--- src/rtl/qed_dup_scheduler.sv ---
// rtl/qed_dup_scheduler.sv - QED original/duplicate instruction scheduler
// Originals pass straight through and are queued; duplicates replay the queue in order.
module qed_dup_scheduler #(
  parameter int DEPTH = 8,
  parameter int IW    = 32,
  parameter int CW    = 16
) (
  input  logic          clk,
  input  logic          rst,
  input  logic          exec_dup,
  input  logic          force_dup,
  input  logic          in_valid,
  input  logic [IW-1:0] in_instr,
  output logic          in_ready,
  output logic          out_valid,
  output logic [IW-1:0] out_instr,
  output logic          out_is_dup,
  input  logic          out_ready,
  output logic [CW-1:0] qed_num_orig,
  output logic [CW-1:0] qed_num_dup,
  output logic          qed_ready,
  output logic [1:0]    sif_state
);

  localparam int AW = $clog2(DEPTH);

  typedef enum logic [1:0] {
    IDLE = 2'd0,
    ORIG = 2'd1,
    DUP  = 2'd2
  } state_t;

  state_t          state_q, state_d;
  logic [AW:0]     head_q, head_d, tail_q, tail_d;
  logic [CW-1:0]   orig_q, orig_d, dup_q, dup_d;
  logic            qed_ready_q, qed_ready_d;
  logic [IW-1:0]   mem_q [DEPTH];
  logic            wr_en;
  logic            hs;
  logic            empty, full;

  function automatic logic is_empty(input logic [AW:0] h, input logic [AW:0] t);
    return h == t;
  endfunction

  function automatic logic is_full(input logic [AW:0] h, input logic [AW:0] t);
    return (h[AW-1:0] == t[AW-1:0]) && (h[AW] != t[AW]);
  endfunction

  assign empty = is_empty(head_q, tail_q);
  assign full  = is_full(head_q, tail_q);

  always_comb begin
    state_d    = state_q;
    head_d     = head_q;
    tail_d     = tail_q;
    orig_d     = orig_q;
    dup_d      = dup_q;
    wr_en      = 1'b0;
    hs         = 1'b0;
    out_valid  = 1'b0;
    out_instr  = in_instr;
    out_is_dup = 1'b0;
    in_ready   = 1'b0;
    case (state_q)
      IDLE: begin
        out_valid = in_valid;
        in_ready  = out_ready;
        if (exec_dup) state_d = ORIG;
      end
      ORIG: begin
        out_valid = in_valid & ~full;
        in_ready  = out_ready & ~full;
        hs        = in_valid & ~full & out_ready;
        if (hs) begin
          wr_en  = 1'b1;
          tail_d = tail_q + 1'b1;
          orig_d = (orig_q == '1) ? orig_q : orig_q + 1'b1;
        end
        // Phase decisions look at the queue as it stands after this edge's write.
        if (is_full(head_q, tail_d)) state_d = DUP;
        else if (!exec_dup) state_d = is_empty(head_q, tail_d) ? IDLE : DUP;
        else if (force_dup && !is_empty(head_q, tail_d)) state_d = DUP;
      end
      DUP: begin
        out_valid  = ~empty;
        out_instr  = mem_q[head_q[AW-1:0]];
        out_is_dup = 1'b1;
        hs         = ~empty & out_ready;
        if (hs) begin
          head_d = head_q + 1'b1;
          dup_d  = (dup_q == '1) ? dup_q : dup_q + 1'b1;
        end
        if (is_empty(head_d, tail_q)) state_d = exec_dup ? ORIG : IDLE;
      end
      default: state_d = IDLE;
    endcase
    qed_ready_d = (state_q == IDLE || state_q == ORIG) && empty &&
                  (orig_q == dup_q) && (orig_q != '0);
  end

  always_ff @(posedge clk or posedge rst) begin
    if (rst) begin
      state_q     <= IDLE;
      head_q      <= '0;
      tail_q      <= '0;
      orig_q      <= '0;
      dup_q       <= '0;
      qed_ready_q <= 1'b0;
      for (int i = 0; i < DEPTH; i++) mem_q[i] <= '0;
    end else begin
      state_q     <= state_d;
      head_q      <= head_d;
      tail_q      <= tail_d;
      orig_q      <= orig_d;
      dup_q       <= dup_d;
      qed_ready_q <= qed_ready_d;
      if (wr_en) mem_q[tail_q[AW-1:0]] <= in_instr;
    end
  end

  assign qed_num_orig = orig_q;
  assign qed_num_dup  = dup_q;
  assign qed_ready    = qed_ready_q;
  assign sif_state    = state_q;

endmodule

--- config.mk ---
export PLATFORM = sky130hd
export DESIGN_NAME = qed_dup_scheduler
export DESIGN_NICKNAME = d
export VERILOG_FILES = /design/src/rtl/qed_dup_scheduler.sv
export SDC_FILE = /design/constraint.sdc
export NUM_CORES = 1
export LEC_CHECK = 0
export ABC_AREA = 1
export CAP_MARGIN = 0
export CORE_MARGIN = 2
export CORE_UTILIZATION = 55
export DETAILED_ROUTE_END_ITERATION = 10
export DONT_BUFFER_PORTS = 1
export PLACE_DENSITY = 0.69
export RECOVER_POWER = 100
export SETUP_SLACK_MARGIN = 0.05
export SLEW_MARGIN = 15
export SYNTH_ARGS = -nofsm -noshare
export SYNTH_HDL_FRONTEND = slang
export SYNTH_SLANG_ARGS = --single-unit
--- constraint.sdc ---
create_clock -name clk -period 24.8 [get_ports clk]
set_clock_uncertainty 0.2 [all_clocks]
set_input_delay 2.48 -clock clk [delete_from_list [all_inputs] [get_ports clk]]
set_output_delay 2.48 -clock clk [all_outputs]
set_load 0.05 [all_outputs]
== Word level (Yosys, flattened, before mapping) ==
Index checks and enable logic that the tools add are counted.

* Word-level logic and storage cells: 84
* Input bits: 38
* Bits in registers: 299

* Add/sub/neg operators: 4
* Reductions and logical operators: 14
* Bitwise logic cells: 10
* Eq/ne operators: 15
* Muxes and demuxes: 24
* Order comparisons: 3

{| class="wikitable"
|+ Operator list
! operator !! count
|-
| 256-bit bitwise mux || 1
|-
| 32-bit two-way mux || 4
|-
| 32-bit binary-select mux with 3-bit select || 1
|-
| 32-bit demux with 3-bit select || 1
|-
| 16-bit by 1-bit adder with 16-bit output (second input constant) || 2
|-
| 16-bit equality test (second input constant) || 2
|-
| 16-bit equality test || 1
|-
| 4-bit two-way mux || 4
|-
| 16-bit nonzero test || 1
|-
| 4-bit equality test || 3
|-
| 2-bit two-way mux || 6
|-
| 3-bit AND reduction || 3
|-
| 4-bit by 1-bit adder with 4-bit output (second input constant) || 2
|-
| 4-bit greater-or-equal comparator (second input constant) || 2
|-
| 3-bit inverter with 4-bit output || 2
|-
| 1-bit logical AND || 7
|-
| 3-bit equality test || 2
|-
| 2-bit one-hot mux with 3 select lines || 1
|-
| 1-bit bitwise AND || 4
|-
| 4-bit by 1-bit less-than comparator with 1-bit output (second input constant) || 1
|-
| 1-bit two-way mux || 4
|-
| 2-bit != test (second input constant) || 2
|-
| 4-bit != test (second input constant) || 1
|-
| 1-bit inverter || 4
|-
| other kinds (8) || 9
|}

== Depth between registers and ports, before layout ==
Gate-level depths: netlist of run 1.

* Depth after elaboration: 14
* Gate-level depth with buffers: 15
* Depth with buffers taken out: 14

== Worst setup path before layout of run 1 ==
No wires, ideal clock.

* Kind: input-to-output
* Start point: input port in_instr[30]
* End point: output port out_instr[30]
* Stages: 2
* Data arrival time: 3.681 ns
* Path buffers: 0
* Slack: 18.439 ns
* Cell sequence: inv_1 -> o21ai_0

* Longest elaborated chain between the ends: 1

{| class="wikitable"
|+ Ends and longest elaborated chain
! what !! line !! source
|-
| from (decl) || 13 || <nowiki>input logic [IW-1:0] in_instr,</nowiki>
|-
| 32-bit two-way mux || 65 || <nowiki>case (state_q)</nowiki>
|-
| to (decl) || 16 || <nowiki>output logic [IW-1:0] out_instr,</nowiki>
|}

No other way between the ends.

==> results.py, run 1 <==
metrics = {
    "run_status": {
        "status": "finished with violations",
        "violations": "max-capacitance violations, max-slew violations",
    },
    "logic_synthesis": {
        "synth.area.top_cells": "dfrtp_1 54%, o21ai_0 12%, nand2_1 8.3%",
        "seq_area_frac_synth_pct": 53.6,
        "synthFlopType": "dfrtp_1",
        "synth-seq-cells": 299,
        "avgSynthCellArea_um2": 8.68,
        "syn-instance-count": 1609,
        "synth_common_cells": "329 x o21ai_0, 308 x nand2_1, 299 x dfrtp_1",
        "ys_types": 42,
        "synth-edff-count": 0,
        "yosysWarnings": 0,
        "yosysMostFrequentCell": "o21ai_0",
        "synth_top_area_share_pct": 53.6,
        "yosysTopAreaCell": "dfrtp_1",
        "synth_area_mm2": 0.0140,
        "syn_nets": 1652,
        "async_flop_share_pct": 100,
    },
    "global_routing": {
        "top_usage_layer": "met2",
        "track_usage_pct": 26.9,
        "grt_pass1_wl_um": 57100,
        "gr-total-overflow": 0,
        "use_met1_pct": 36.9,
        "grt_max_degree": 106,
        "antenna_found_initial": 0,
        "use_met2_pct": 44.7,
        "gr-usage-met3_pct": 4.29,
        "grt_pass1_vias": 10800,
    },
    "clock_tree": {
        "h-tree-depth": 2,
        "cts_buffers": 34,
        "clkSlewWorstSetupHoldPaths_ns": 0.06,
        "ctsHoldBuffers": 0,
        "cts_root_buffer": "clkbuf_16",
        "postCtsSetupRepairBufs": 0,
        "clk_latency_ns": 0.51,
        "ctsResizeCount": 0,
        "clkSinkCount": 299,
        "clockBufferDepth": 3,
        "cts_tree": "yes",
    },
    "floorplanning": {
        "die_height_um": 163,
        "die_area_mm2": 0.0267,
        "die_w_um": 163,
        "ios": 108,
        "rows": 58,
        "core_area_mm2": 0.0250,
        "initial_utilization_pct": 55.8,
    },
    "sta": {
        "maxSlewHeadroom_pct": -178,
        "grt_setup_unrepaired": "no",
        "finalWorstSetupSlack_ns": 13.27,
        "layout_min_cycle_time_ns": 11.53,
        "worst_pin_slew_ns": 4.16,
        "fin_crit_sh_pct": 46.5,
        "setup_violations": 0,
        "maxSlewViolCount": 970,
        "fmax_mhz": 86.7,
        "tns_ns": 0,
        "hold_violations": 0,
    },
    "drt": {
        "ant_nets": 0,
        "drt_wl_total_um": 35100,
        "remaining_drc_errors": 0,
        "drt_iter0_drc": 995,
        "route.vias.total": 11300,
        "dr.pass1.iters": 5,
        "vias_per_cell": 5.95,
        "wl_per_cell_um": 18.5,
    },
    "placement": {
        "place.gp.congestion": 0.809,
        "place_inst": 1841,
        "dp_hpwl_um": 18600,
        "numPortBuffers": 0,
        "dp_slack_ns": 18.64,
    },
    "setup_path": {
        "ff2ff_setup_slack_ns": 18.16,
        "cp-endpoint": "head_q[0]$_DFFE_PP0P_",
        "crit_path_end_kind": "asynchronous set/reset pin",
        "path_max_fanout": 83,
        "crit_arrival_ns": 10.48,
        "crit_start": "rst",
        "required_ns": 23.75,
        "r2r_cells": 8,
        "critPathLaunchType": "primary input",
        "r2r_start": "head_q[2]$_DFFE_PP0P_",
        "path_class": "in2async",
        "reg2reg_to": "mem_q[96]$_DFFE_PP0P_",
    },
    "layout": {
        "syn2layout_area_growth_pct": 6.31,
        "nets": 1590,
        "fin_cells": 1898,
        "layout-drive-gt1-share_pct": 4.27,
        "num_antenna_cells": 0,
        "fillers": 2206,
    },
    "worst_hold_path": {
        "min_path_type": "reg2reg",
    },
    "power": {
        "power_density_mw_per_mm2": 135,
        "leakage_nw": 6.75,
        "max-vdd-ir-drop_uv": 117,
    },
    "run": {
        "max-cap-violations": 47,
    },
}
## worst min path at each step
stage,startpoint,to,cells after the start,slack (ns)
floorplan,mem_q[32]$_DFFE_PP0P_,mem_q[32]$_DFFE_PP0P_,2,0.25
global placement,mem_q[39]$_DFFE_PP0P_,mem_q[39]$_DFFE_PP0P_,2,0.26
detailed placement,mem_q[176]$_DFFE_PP0P_,mem_q[176]$_DFFE_PP0P_,2,0.27
CTS,mem_q[170]$_DFFE_PP0P_,mem_q[170]$_DFFE_PP0P_,2,0.28
global route,mem_q[86]$_DFFE_PP0P_,mem_q[86]$_DFFE_PP0P_,2,0.30
finish,mem_q[162]$_DFFE_PP0P_,mem_q[162]$_DFFE_PP0P_,2,0.28
## layout make-up
type / count / area (um^2) / area share (%)
Clock buffer: 49 / 978 / 6.59
Clock inverter: 8 / 46.3 / 0.312
Inverter: 81 / 308 / 2.07
Multi-Input combinational cell: 1118 / 5550 / 37.4
Sequential cell: 299 / 7490 / 50.4
Tap cell: 330 / 413 / 2.78
Timing Repair Buffer: 13 / 67.6 / 0.455
## placed cells by master (no fill, tap or decap), types with 2 or more instances in the layout
cell / netlist / layout
nor3_1: 7 / 11
inv_2: 9 / 6
nand2_2: 4 / 2
ha_1: 5 / 5
o21ai_0: 329 / 416
nor4_1: 6 / 6
o221ai_1: 59 / 59
clkinv_2: 0 / 6
a21oi_1: 3 / 3
o21ai_1: 94 / 7
dfrtp_1: 299 / 297
clkbuf_8: 0 / 5
nand3_1: 49 / 53
o22ai_1: 10 / 10
clkbuf_16: 0 / 35
nand4_1: 12 / 16
nand2_1: 308 / 313
o211ai_1: 10 / 10
xnor2_1: 12 / 12
xor2_1: 35 / 35
nor2_1: 146 / 150
clkbuf_1: 79 / 17
inv_1: 72 / 73
buf_4: 9 / 5
## cells by family after synthesis
group	synth area share, %
AND/OR/NAND/NOR	17.2
AO/OA/AOI/OAI	20.2
adder cells (fa/ha/maj)	0.448
buffers and inverters	5.61
flip-flops	53.6
XOR/XNOR	2.95
## flip-flops by register name, summed over array words and instances, names as in the netlist
register,count
mem_q,256
qed_num_dup,16
qed_num_orig,16
head_q,4
tail_q,4
sif_state,2
qed_ready,1
## where the power goes
| part | total (mW) | internal (mW) | switching [mW] |
|---|---|---|---|
| Sequential | 0.808 | 0.663 | 0.146 |
| Combinational | 0.732 | 0.213 | 0.519 |
| Clock | 0.466 | 0.273 | 0.193 |
| Total | 2.01 | 1.15 | 0.857 |
## routing by layer
layer  vias up  part of all wire, %  routed length [um]
met4         0                  1.9                 656
li1       5348                    -                   -
met1      5495                   44               15600
met3        50                  7.0                2470
met2       395                   47               16400
met5         -                    0                   0
## stage by stage
stage                     util, %  hold slack [ns]  cell area (um^2)  power, mW
after floorplan                 -            0.248             14000       1.39
after global placement       56.1            0.262             14000       1.55
after detailed placement     56.1            0.268             14000       1.56
after CTS                    60.2            0.282             15100       2.03
after global routing         59.3            0.301             14900       2.15
final                        59.3            0.277             14900       2.01
## worst max-delay path, stage by stage
cell and delay (ns):
clkinvlp_2 1.99, clkbuf_1 2.95, clkbuf_1 2.94
Power figures use the tool's default switching activity.
==> run 2: changes to the inputs <==
==> constraint.sdc (replaced) <==
create_clock -name clk -period 11.8 [get_ports clk]
set_clock_uncertainty 0.2 [all_clocks]
set_input_delay 1.18 -clock clk [delete_from_list [all_inputs] [get_ports clk]]
set_output_delay 1.18 -clock clk [all_outputs]
set_load 0.05 [all_outputs]
==> run 2 against run 1 <==
Effect of this change:
- the run still ends with max-capacitance violations, max-slew violations left
- routed wire length shrank 1.6%
- cell count decreased by 0.11%
- hold slack gained 0.00089 ns
- first-iteration DRC count decreased by 7.7%
- combinational power is 110% higher
- register-to-register slack worse by 13 ns
==> results.py, run 2 (synthesis gave the netlist of run 1 again) <==
metrics = {
    "run_status": {
        "status": "finished with violations",
        "violations": "max-capacitance violations, max-slew violations",
    },
    "layout": {
        "regMostFlops": "mem_q",
        "nets": 1584,
        "syn2layout_area_growth_pct": 6.29,
        "layout-drive-gt1-share_pct": 4.41,
        "layout_commonest_cell": "o21ai_0",
        "layout_common_cells": "416 x o21ai_0, 312 x nand2_1, 297 x dfrtp_1, 150 x nor2_1, 73 x inv_1",
        "largest_register_ffs": 256,
        "num_antenna_cells": 0,
    },
    "drt": {
        "vias_per_cell": 5.88,
        "drt_iter0_drc": 918,
        "dr.pass1.iters": 6,
        "ant_nets": 0,
        "drt_wl_total_um": 34500,
        "route.vias.total": 11100,
        "wl_per_cell_um": 18.2,
        "remaining_drc_errors": 0,
    },
    "clock_tree": {
        "postCtsSetupRepairBufs": 0,
        "cts_root_buffer": "clkbuf_16",
        "clockBufferDepth": 3,
        "clkSinkCount": 299,
        "cts_buffers": 31,
        "h-tree-depth": 1,
        "ctsResizeCount": 0,
        "cts_tree": "yes",
        "clkSlewWorstSetupHoldPaths_ns": 0.06,
        "clk_latency_ns": 0.56,
        "ctsHoldBuffers": 0,
    },
    "global_routing": {
        "grt_max_degree": 179,
        "gr-usage-met3_pct": 4.27,
        "use_met1_pct": 38.0,
        "use_met2_pct": 43.6,
        "antenna_found_initial": 0,
        "grt_pass1_wl_um": 57800,
        "grt_pass1_vias": 11000,
        "top_usage_layer": "met2",
        "track_usage_pct": 26.7,
        "gr-total-overflow": 0,
    },
    "placement": {
        "place.gp.congestion": 0.803,
        "numPortBuffers": 0,
        "dp_hpwl_um": 18400,
    },
    "sta": {
        "setup_violations": 0,
        "layout_min_cycle_time_ns": 7.67,
        "grt_setup_unrepaired": "no",
        "tns_ns": 0,
        "fin_crit_sh_pct": 65.0,
        "hold_violations": 0,
        "worst_pin_slew_ns": 5.36,
        "maxSlewViolCount": 763,
        "maxSlewHeadroom_pct": -257,
        "fmax_mhz": 130,
    },
    "worst_hold_path": {
        "min_path_type": "reg2reg",
        "hold_path_end": "mem_q[65]$_DFFE_PP0P_",
        "worstHoldStart": "mem_q[65]$_DFFE_PP0P_",
        "min_path_cells": 2,
    },
    "floorplanning": {
        "ios": 108,
        "die_area_mm2": 0.0267,
        "die_height_um": 163,
        "die_w_um": 163,
        "rows": 58,
        "initial_utilization_pct": 55.8,
        "core_area_mm2": 0.0250,
    },
    "run": {
        "max-cap-violations": 43,
    },
    "power": {
        "power_density_mw_per_mm2": 283,
        "max-vdd-ir-drop_uv": 222,
        "leakage_nw": 6.75,
        "total_power_mw": 4.20,
    },
    "setup_path": {
        "reg2reg_to": "mem_q[104]$_DFFE_PP0P_",
        "r2r_cells": 8,
        "crit_path_end_kind": "output port",
        "critPathLaunchType": "flip-flop",
        "path_class": "reg2out",
        "required_ns": 10.42,
        "ff2ff_setup_slack_ns": 5.40,
        "r2r_start": "head_q[2]$_DFFE_PP0P_",
        "path_max_fanout": 69,
        "crit_arrival_ns": 6.29,
    },
}
run 2: cell types whose count changed in the layout (fill, tap and decap cells not counted):
cell	delta
clkbuf_16	-4
clkbuf_8	-1
nand2_1	-1
clkinv_2	+2
nand2_2	+1
bufinv_16	+3
nand3_2	-1
inv_6	+1
nand3_1	+1
clkbuf_1	-4
buf_12	+1
run 2: cell type report:
class | count | area, um^2
repair buffers | 10 | 72.6
multi-input cells | 1118 | 5550
clock buffers | 44 | 865
well taps | 330 | 413
fillers | 2250 | 10200
inverters | 81 | 308
flip-flops and latches | 299 | 7490
clock inverters | 14 | 155
run 2: how the worst max path moves through the flow:
stage                             start                    end  slack (ns)  cells past startpoint
4_1_cts           head_q[0]$_DFFE_PP0P_           out_instr[8]        6.89                      6
2_1_floorplan                       rst  head_q[0]$_DFFE_PP0P_        2.16                      1
6_report       sif_state[1]$_DFFE_PP0P_          out_instr[30]        4.13                      4
5_1_grt        sif_state[1]$_DFFE_PP0P_          out_instr[10]        3.91                      4
3_5_place_dp      head_q[0]$_DFFE_PP0P_           out_instr[8]        7.50                      6
3_3_place_gp      head_q[0]$_DFFE_PP0P_          out_instr[29]        7.55                      6
run 2: critical path, stage by stage (launching register included):
cell	delay, ns
dfrtp_1	0.70
inv_2	0.12
nor2_4	0.09
clkbuf_1	2.87
o21ai_0	1.82
run 2: per-layer routing:
layer / wire length, um / share of wire [%] / up-vias
met5: 0 / 0 / -
met4: 590 / 1.7 / 0
met3: 2140 / 6.2 / 52
met2: 15900 / 46 / 332
met1: 15900 / 46 / 5427
li1: - / - / 5332
run 2: power by group:
part	internal, mW	total [mW]	switching (mW)
Sequential	1.39	1.70	0.312
Clock	0.575	0.976	0.401
Combinational	0.447	1.52	1.07
Total	2.41	4.20	1.78
run 2: metrics by stage:
step                      cell area [um^2]  worst slack (ns)  std cells  util (%)  hold slack (ns)
final                                14800              4.13       1896      59.3            0.278
after global routing                 14800              3.91       1896      59.3            0.301
after CTS                            15100              6.89       1896      60.1            0.282
after detailed placement             14000              7.50       1838      56.1            0.268
after global placement               14000              7.55       1838      56.1            0.261
after floorplan                      14000              2.16       1609         -            0.248
==> run 3: changes to the inputs <==
==> constraint.sdc (replaced) <==
create_clock -name clk -period 7.27 [get_ports clk]
set_clock_uncertainty 0.2 [all_clocks]
set_input_delay 0.727 -clock clk [delete_from_list [all_inputs] [get_ports clk]]
set_output_delay 0.727 -clock clk [all_outputs]
set_load 0.05 [all_outputs]
==> run 3 against run 2 <==
Effect of this change:
- the run still ends with max-capacitance violations, max-slew violations left
- cell area grew 0.97%
- register-to-register slack worse by 3.5 ns
- worst setup slack worse by 2.2 ns
- non-clock buffer count up 4
- hold slack got worse by 0.15 ns
- global-route usage down 0.37 points
- first-iteration DRC count grew 2.8%
- total power is 65% higher
- combinational power is 62% higher
- clock-buffer cell count increased by 1
==> results.py, run 3 (synthesis gave the netlist of run 1 again) <==
metrics = {
    "run": {
        "max-cap-violations": 34,
    },
    "setup_path": {
        "path_max_fanout": 64,
        "critPathLaunchType": "flip-flop",
        "crit_path_end_kind": "flip-flop",
        "required_ns": 7.52,
        "crit_arrival_ns": 5.57,
        "path_class": "reg2reg",
    },
    "power": {
        "leakage_nw": 6.81,
        "max-vdd-ir-drop_uv": 258,
        "total_power_mw": 6.91,
        "power_density_mw_per_mm2": 461,
    },
    "placement": {
        "dp_hpwl_um": 19500,
        "dp_slack_ns": 3.30,
        "numPortBuffers": 0,
        "place.gp.congestion": 0.821,
    },
    "sta": {
        "fin_crit_sh_pct": 73.2,
        "fin_hold_ws_ns": 0.129,
        "tns_ns": 0,
        "worst_pin_slew_ns": 3.64,
        "setup_violations": 0,
        "finalWorstSetupSlack_ns": 1.95,
        "maxSlewHeadroom_pct": -142,
        "fmax_mhz": 188,
        "grt_setup_unrepaired": "no",
        "layout_min_cycle_time_ns": 5.32,
        "maxSlewViolCount": 297,
        "hold_violations": 0,
    },
    "clock_tree": {
        "clkSlewWorstSetupHoldPaths_ns": 0.06,
        "cts_root_buffer": "clkbuf_16",
        "cts_buffers": 31,
        "postCtsSetupRepairBufs": 0,
        "clk_latency_ns": 0.55,
        "ctsHoldBuffers": 0,
        "clockBufferDepth": 3,
        "clkSinkCount": 299,
        "h-tree-depth": 1,
        "cts_tree": "yes",
        "ctsResizeCount": 0,
    },
    "global_routing": {
        "grt_max_degree": 85,
        "antenna_found_initial": 0,
        "gr-total-overflow": 0,
        "grt_pass1_wl_um": 56800,
        "track_usage_pct": 26.3,
        "grt_pass1_vias": 10900,
    },
    "floorplanning": {
        "ios": 108,
        "rows": 58,
        "die_height_um": 163,
        "initial_utilization_pct": 55.8,
        "die_area_mm2": 0.0267,
        "core_area_mm2": 0.0250,
        "die_w_um": 163,
    },
    "layout": {
        "syn2layout_area_growth_pct": 7.32,
        "fillers": 2241,
        "layout-drive-gt1-share_pct": 5.22,
        "largest_register_ffs": 256,
        "num_antenna_cells": 0,
        "final_util_pct": 59.9,
        "nets": 1588,
        "regMostFlops": "mem_q",
        "layout_commonest_cell": "o21ai_0",
        "layout_common_cells": "413 x o21ai_0, 313 x nand2_1, 297 x dfrtp_1, 151 x nor2_1, 72 x inv_1",
    },
    "worst_hold_path": {
        "min_path_type": "in2reg",
    },
    "run_status": {
        "status": "finished with violations",
        "violations": "max-capacitance violations, max-slew violations",
    },
    "drt": {
        "drt_wl_total_um": 34800,
        "drt_iter0_drc": 944,
        "remaining_drc_errors": 0,
        "ant_nets": 0,
        "wl_per_cell_um": 18.3,
        "dr.pass1.iters": 7,
        "route.vias.total": 11200,
        "vias_per_cell": 5.89,
    },
}
[run 3: power by group]
group	switching [mW]	internal (mW)
Sequential	0.539	2.25
Clock	0.661	0.989
Combinational	1.73	0.734
[run 3: metrics by stage]
stage	area, um^2	std cells
floorplan	14000	1609
global placement	14000	1841
detailed placement	14000	1841
CTS	15100	1899
global route	15000	1900
finish	15000	1900
[run 3: worst paths after layout]
kind,startpoint,endpoint,slack (ns),depth (start not counted)
worst min register to register,mem_q[221]$_DFFE_PP0P_,mem_q[221]$_DFFE_PP0P_,0.28,2
worst min-delay path,exec_dup,sif_state[0]$_DFFE_PP0P_,0.13,2
max in group asynchronous,rst,mem_q[0]$_DFFE_PP0P_,2.31,3
worst max-delay path,head_q[2]$_DFFE_PP0P_,mem_q[179]$_DFFE_PP0P_,1.95,9
worst max register to register,head_q[2]$_DFFE_PP0P_,mem_q[179]$_DFFE_PP0P_,1.95,9
min in group asynchronous,rst,mem_q[151]$_DFFE_PP0P_,1.27,2
[run 3: routing by layer]
layer	track usage, %	vias up	part of all wire, %
met5	0	-	0
met4	6.84	0	1.8
met3	4.04	48	5.8
met2	43.8	333	47
met1	36.4	5463	45
li1	-	5349	-
[run 3: area by class of cell]
cell class | count | area [um^2] | area share [%]
timing repair buffer | 14 | 106 | 0.709
clock buffer | 45 | 888 | 5.93
sequential | 299 | 7490 | 49.9
inverter | 81 | 308 | 2.05
tap | 330 | 413 | 2.75
multi-input combinational | 1118 | 5610 | 37.4
clock inverter | 13 | 176 | 1.18
[run 3: worst max-delay path, cell delays in order, from the launching register on]
cell and delay (ns):
dfrtp_1 0.32, buf_4 0.41, inv_1 0.92, nand2_2 0.24, nand2_1 0.17, nand4_1 0.43, nand3_1 0.27, nor2_1 0.71
nand4_4 0.99, o21ai_0 0.50
